<file path="config.mk">
export PLATFORM = sky130hd
export DESIGN_NAME = risk_engine_mc
export DESIGN_NICKNAME = d
export VERILOG_FILES = /design/src/rtl/risk_engine_mc.sv
export SDC_FILE = /design/constraint.sdc
export NUM_CORES = 2
export LEC_CHECK = 0
export CORE_ASPECT_RATIO = 1.75
export CORE_MARGIN = 2
export CORE_UTILIZATION = 30
export CTS_BUF_LIST = sky130_fd_sc_hd__clkbuf_8
export CTS_CLUSTER_DIAMETER = 50
export CTS_CLUSTER_SIZE = 12
export DETAILED_ROUTE_END_ITERATION = 10
export DONT_BUFFER_PORTS = 1
export GPL_ROUTABILITY_DRIVEN = 0
export SYNTH_ARGS = -nofsm -noshare
export SYNTH_HDL_FRONTEND = slang
export SYNTH_SLANG_ARGS = --single-unit
</file>
<file path="constraint.sdc">
create_clock -name clk -period 10.25 [get_ports clk]
set_input_delay 2.05 -clock clk [delete_from_list [all_inputs] [get_ports clk]]
set_output_delay 2.05 -clock clk [all_outputs]
set_load 0.01 [all_outputs]
</file>
<file path="src/rtl/risk_engine_mc.sv">
// risk_engine_mc: multi-channel exposure risk check between strategy core and order gateway.
// Each accepted (channel, position, beta) update produces exposure e = |pos|*|beta| in
// fixed point. e replaces that channel's table entry, and the running aggregate is updated.
// One verdict is emitted per update. Breaches latch a kill state. Leaving the kill state
// takes an operator clear followed by a cooldown.
//
// Ports:
//   clk, rst                 clock, asynchronous active-high reset
//   in_valid/in_ready        update handshake; ch_in, position_in, beta_in carry the update
//   kill_clear               single-cycle request to leave KILLED
//   out_valid/out_ready      verdict handshake
//   out_ch                   channel of the verdict
//   allow_trade              trade permitted
//   kill_switch              engine is KILLED or in COOLDOWN
//   ch_breach                the exposure for this verdict exceeds LIMIT_CH
//   total_expo               aggregate exposure, unsigned
//   breach_cnt               saturating breach-verdict count (only with RISK_BREACH_CNT_EN)
//
// Optional feature macro: RISK_BREACH_CNT_EN.
`timescale 1ns/1ps
module risk_engine_mc #(
  parameter int unsigned    N_CH      = 4,
  parameter int unsigned    W         = 32,
  parameter int unsigned    FRAC      = 16,
  parameter logic [W-1:0]   LIMIT_CH  = 32'h0032_0000,
  parameter logic [W-1:0]   LIMIT_TOT = 32'h0064_0000,
  parameter int unsigned    COOL_CYC  = 8
) (
  input  logic                        clk,
  input  logic                        rst,
  input  logic                        in_valid,
  output logic                        in_ready,
  input  logic [$clog2(N_CH)-1:0]     ch_in,
  input  logic [W-1:0]                position_in,
  input  logic [W-1:0]                beta_in,
  input  logic                        kill_clear,
  output logic                        out_valid,
  input  logic                        out_ready,
  output logic [$clog2(N_CH)-1:0]     out_ch,
  output logic                        allow_trade,
  output logic                        kill_switch,
  output logic                        ch_breach,
  output logic [W+$clog2(N_CH)-1:0]   total_expo
`ifdef RISK_BREACH_CNT_EN
  ,
  output logic [15:0]                 breach_cnt
`endif
);

  localparam int unsigned CW = $clog2(N_CH);
  localparam int unsigned TW = W + CW;
  localparam int unsigned KW = $clog2(COOL_CYC + 1);
  localparam logic [W-1:0] MaxPos = {1'b0, {(W-1){1'b1}}};
  localparam logic [W-1:0] MinNeg = {1'b1, {(W-1){1'b0}}};

  typedef enum logic [1:0] {StNormal, StKilled, StCool} state_e;

  // Absolute value; the most-negative input has no positive twin and clamps to MaxPos.
  function automatic logic [W-1:0] abs_sat(input logic [W-1:0] v);
    logic [W-1:0] r;
    if (v == MinNeg)  r = MaxPos;
    else if (v[W-1])  r = (~v) + 1'b1;
    else              r = v;
    return r;
  endfunction

  // Pipeline registers
  logic            s1_valid_q;
  logic [CW-1:0]   s1_ch_q;
  logic [W-1:0]    s1_e_q;
  logic            out_valid_q, allow_q, kill_q, chb_q;
  logic [CW-1:0]   out_ch_q;
  logic [TW-1:0]   total_q;
  logic [W-1:0]    expo_q [N_CH];
  state_e          state_q, state_d;
  logic [KW-1:0]   cnt_q, cnt_d;

  // Handshake
  logic s2_adv, s2_fire;
  assign s2_adv   = !out_valid_q || out_ready;
  assign in_ready = !s1_valid_q || s2_adv;
  assign s2_fire  = s1_valid_q && s2_adv;

  // S1 arithmetic
  logic [2*W-1:0] prod, prod_sh;
  logic [W-1:0]   e_calc;
  always_comb begin
    prod    = {{W{1'b0}}, abs_sat(position_in)} * {{W{1'b0}}, abs_sat(beta_in)};
    prod_sh = prod >> FRAC;
    e_calc  = (|prod_sh[2*W-1:W-1]) ? MaxPos : prod_sh[W-1:0];
  end

  always_ff @(posedge clk or posedge rst) begin
    if (rst) begin
      s1_valid_q <= 1'b0;
      s1_ch_q    <= '0;
      s1_e_q     <= '0;
    end else if (in_ready) begin
      s1_valid_q <= in_valid;
      if (in_valid) begin
        s1_ch_q <= ch_in;
        s1_e_q  <= e_calc;
      end
    end
  end

  // S2 table update and breach detection
  logic [TW-1:0] new_total, post_total;
  logic          chb, totb, breach, any_ch_over, clear_ok;
  logic [W-1:0]  ent;
  always_comb begin
    new_total   = total_q - {{CW{1'b0}}, expo_q[s1_ch_q]} + {{CW{1'b0}}, s1_e_q};
    chb         = $signed(s1_e_q) > $signed(LIMIT_CH);
    totb        = new_total > {{CW{1'b0}}, LIMIT_TOT};
    breach      = s2_fire && (chb || totb);
    // Clear eligibility looks at the table and total as they stand after this cycle's write.
    post_total  = s2_fire ? new_total : total_q;
    any_ch_over = 1'b0;
    ent         = '0;
    for (int i = 0; i < int'(N_CH); i++) begin
      ent = (s2_fire && (s1_ch_q == CW'(i))) ? s1_e_q : expo_q[i];
      if ($signed(ent) > $signed(LIMIT_CH)) any_ch_over = 1'b1;
    end
    clear_ok = !any_ch_over && (post_total <= {{CW{1'b0}}, LIMIT_TOT});
  end

  // Kill state machine
  always_comb begin
    state_d = state_q;
    cnt_d   = cnt_q;
    case (state_q)
      StNormal: ;
      StKilled: begin
        if (kill_clear && clear_ok) begin
          state_d = StCool;
          cnt_d   = KW'(COOL_CYC);
        end
      end
      StCool: begin
        if (cnt_q == KW'(1)) begin
          state_d = StNormal;
          cnt_d   = '0;
        end else begin
          cnt_d = cnt_q - KW'(1);
        end
      end
      default: state_d = StNormal;
    endcase
    // A breach overrides any concurrent clear or cooldown expiry.
    if (breach) begin
      state_d = StKilled;
      cnt_d   = '0;
    end
  end

  always_ff @(posedge clk or posedge rst) begin
    if (rst) begin
      state_q <= StNormal;
      cnt_q   <= '0;
    end else begin
      state_q <= state_d;
      cnt_q   <= cnt_d;
    end
  end

  always_ff @(posedge clk or posedge rst) begin
    if (rst) begin
      out_valid_q <= 1'b0;
      out_ch_q    <= '0;
      allow_q     <= 1'b0;
      kill_q      <= 1'b0;
      chb_q       <= 1'b0;
      total_q     <= '0;
      for (int i = 0; i < int'(N_CH); i++) expo_q[i] <= '0;
    end else if (s2_adv) begin
      out_valid_q <= s1_valid_q;
      if (s1_valid_q) begin
        out_ch_q        <= s1_ch_q;
        allow_q         <= (state_d == StNormal) && !chb && !totb;
        kill_q          <= (state_d != StNormal);
        chb_q           <= chb;
        total_q         <= new_total;
        expo_q[s1_ch_q] <= s1_e_q;
      end
    end
  end

  assign out_valid   = out_valid_q;
  assign out_ch      = out_ch_q;
  assign allow_trade = allow_q;
  assign kill_switch = kill_q;
  assign ch_breach   = chb_q;
  assign total_expo  = total_q;

`ifdef RISK_BREACH_CNT_EN
  logic [15:0] bcnt_q;
  always_ff @(posedge clk or posedge rst) begin
    if (rst) begin
      bcnt_q <= '0;
    end else if (breach && (bcnt_q != 16'hFFFF)) begin
      bcnt_q <= bcnt_q + 16'd1;
    end
  end
  assign breach_cnt = bcnt_q;
`endif

endmodule

</file>
==> impl_metrics.json <==
{
  "status": "finished with violations",
  "violations": "negative setup slack",
  "row_count": 192,
  "grt_pass1_wl_um": 277000,
  "layout_setup_ws_ps": -1930,
  "coreArea_sq_um": 156000,
  "synth.area.top_cells": "fa_1 39%, dfrtp_1 11%, inv_1 8.3%",
  "syn_inst": 5540,
  "clockBufferDepth": 3,
  "syn-mean-instance-area_sq_um": 8.49,
  "min_period_ps": 12180,
  "crit_path_max_fanout": 31,
  "numCtsBuffers": 23,
  "drt_wl_total_um": 188000,
  "vias": 41800,
  "start_kind": "input pin",
  "start_util_pct": 30.2,
  "skew_ps": 22.3,
  "synth_top_area_cell": "fa_1",
  "slowest_delay_ps": 840,
  "port_buffers": 0,
  "cp_slowest_cell": "fa_2",
  "setup_viol": 31,
  "ys_seq_elements": 209,
  "cts_num_sinks": 209,
  "hpwl_um": 158000,
  "die_h_um": 528,
  "die-area_sq_um": 160000,
  "timing.final.crit_share_pct": 119,
  "grtUsageTotal_pct": 23.5,
  "fill_cells": 15800,
  "syn_area_sq_um": 47000,
  "grt_pass1_vias": 45500,
  "ys_warn_count": 0,
  "max_freq_mhz": 82.1,
  "synth.net_count": 6836,
  "finalMaxSlewViolations": 0,
  "syn2layout_area_growth_pct": 20.0,
  "antenna_found_initial": 4,
  "synth_ff_type": "dfrtp_1",
  "dp_slack_ps": -2490,
  "synth_top_area_share_pct": 39.5,
  "ys_seq_area_share_pct": 11.1,
  "grt_setup_unrepaired": "true",
  "drt.antenna.violating_nets": 0,
  "clock-root-buffer": "clkbuf_8",
  "layout-drive-gt1-share_pct": 16.9,
  "crit_top_cell": "fa_1",
  "htreeDepth": 1,
  "synth_edf_count": 0,
  "drt-initial-drc-count": 3053,
  "worstSkewPairLatency_ps": 580,
  "grt_remaining_overflow": 0,
  "die_x_um": 303,
  "maxCapViolCount": 0,
  "hold_viol": 0,
  "slew_headroom_pct": 26.0,
  "yosysUniqueCellTypes": 79,
  "cts_tree": "done",
  "wire_per_inst_um": 23.2,
  "placed_area_sq_um": 55700,
  "critPathCaptureType": "flip-flop",
  "clk_pin_slew_worst_paths_ps": 70,
  "fin_area_sq_um": 56400,
  "hold_buffers": 0,
  "arrival_ps": 12630,
  "synth-async-reset-ratio_pct": 100,
  "hp-class": "reg -> reg",
  "drcViolationCount": 0,
  "cp.required_ps": 10700,
  "tightestPinTransition_ps": 1110,
  "ios": 112,
  "grt_max_degree": 135,
  "critPathKind": "in -> reg",
  "post_drt_via_cell_ratio": 5.15,
  "nets": 7372,
  "drt_pass1_iterations": 6
}
metal layers:
layer | vias up | wire, um | global-route usage, %
li1 | 18200 | - | -
met1 | 20800 | 60200 | 23.4
met2 | 1930 | 94100 | 41.7
met3 | 813 | 12500 | 3.78
met4 | 4 | 21300 | 20.8
met5 | - | 17 | 0
cells in the final DEF, fill, tap and decap left out, types with 23 or more instances in the layout:
cell,count
inv_1,1043
fa_1,915
buf_4,757
nor2_1,754
nand2_1,716
ha_1,296
o21ai_0,272
dfrtp_1,207
a21oi_1,144
xor2_1,78
buf_12,74
nand4_1,61
nor3_1,45
and2_1,45
xnor2_1,44
nor4_1,35
nand3_1,34
a21o_1,32
o32a_1,32
mux4_2,32
o31ai_1,25
o21a_1,23
clkbuf_8,23
registers in the layout (all words and copies together) (netlist names):
| signal | flops |
|---|---|
| kill_switch | 1 |
| cnt_q | 4 |
| ch_breach | 1 |
| out_ch | 2 |
| expo_q | 128 |
| total_expo | 34 |
| s1_valid_q | 1 |
| out_valid | 1 |
| state_q | 2 |
| s1_e_q | 32 |
| s1_ch_q | 2 |
| allow_trade | 1 |
worst max-delay path, delay by kind of cell:
kind	cells	cell delay, ps
AND/OR/NAND/NOR	11	3150
AO/OA/AOI/OAI	8	1720
XOR/XNOR	1	140
buffers and inverters	7	870
adder cells (fa/ha/maj)	9	4680
cells in the mapped netlist, types with 15 or more instances:
| master | instances |
|---|---|
| a211oi_1 | 16 |
| a21o_1 | 32 |
| a21oi_1 | 153 |
| a31oi_1 | 17 |
| and2_1 | 47 |
| buf_1 | 20 |
| clkbuf_1 | 300 |
| dfrtp_1 | 209 |
| fa_1 | 927 |
| ha_1 | 298 |
| inv_1 | 1044 |
| mux4_2 | 32 |
| nand2_1 | 724 |
| nand2b_1 | 18 |
| nand3_1 | 36 |
| nand4_1 | 61 |
| nor2_1 | 768 |
| nor3_1 | 46 |
| nor4_1 | 37 |
| o211ai_1 | 19 |
| o21a_1 | 23 |
| o21ai_0 | 278 |
| o21bai_1 | 22 |
| o31ai_1 | 28 |
| o32a_1 | 32 |
| or2_2 | 15 |
| or3_1 | 20 |
| or4_1 | 17 |
| xnor2_1 | 46 |
| xor2_1 | 79 |
layout make-up:
type	instances	area [sq um]	share of cell area [%]
multi-input cells	3963	37100	65.7
repair buffers	835	7230	12.8
flip-flops and latches	209	5230	9.27
inverters	1044	3930	6.96
well taps	2037	2550	4.52
clock buffers	23	317	0.561
clock inverters	9	78.8	0.140
diodes	2	5.00	0.00887
stage by stage:
step	instances	TNS, ps	hold slack (ps)	util [%]
floorplan	5540	-47690	458	-
global placement	8075	-71790	479	35.7
detailed placement	8075	-76220	489	35.7
finish	8122	-58790	503	36.2
global route	8121	-64970	524	36.2
CTS	8117	-44550	504	36.1
path summary, 6_finish.rpt:
path	from	end	slack, ps	cells past startpoint
max	beta_in[5]	s1_e_q[6]	-1930	36
min	expo_q[58]	expo_q[58]	500	2
max reg2reg	s1_ch_q[0]	cnt_q[0]	3990	18
min reg2reg	expo_q[58]	expo_q[58]	500	2
max in group asynchronous	rst	expo_q[66]	7150	2
min in group asynchronous	rst	allow_trade	1520	1
timing repair:
| item | in CTS | in global routing |
|---|---|---|
| endpoints found under the hold margin | 0 | 0 |
| resized for setup | 32 | 19 |
| cloned | 1 | 0 |
| setup endpoints to repair | 31 | 31 |
| setup buffers | 9 | 3 |
| pin swaps | 9 | 13 |
logic make-up (layout without fill, tap and decap cells):
family / count (synthesis) / in the layout / synth area share, %
buffers and inverters: 1368 / 1911 / 11.0
other: 0 / 2 / 0
flip-flops: 209 / 209 / 11.1
AND/OR/NAND/NOR: 1850 / 1850 / 16.8
multiplexers: 52 / 52 / 1.98
adder cells (fa/ha/maj): 1225 / 1225 / 47.4
XOR/XNOR: 125 / 125 / 2.33
AO/OA/AOI/OAI: 711 / 711 / 9.44
Power is not shown: default switching activity piles up to over one toggle a cycle in this logic, so the estimate is an artifact.
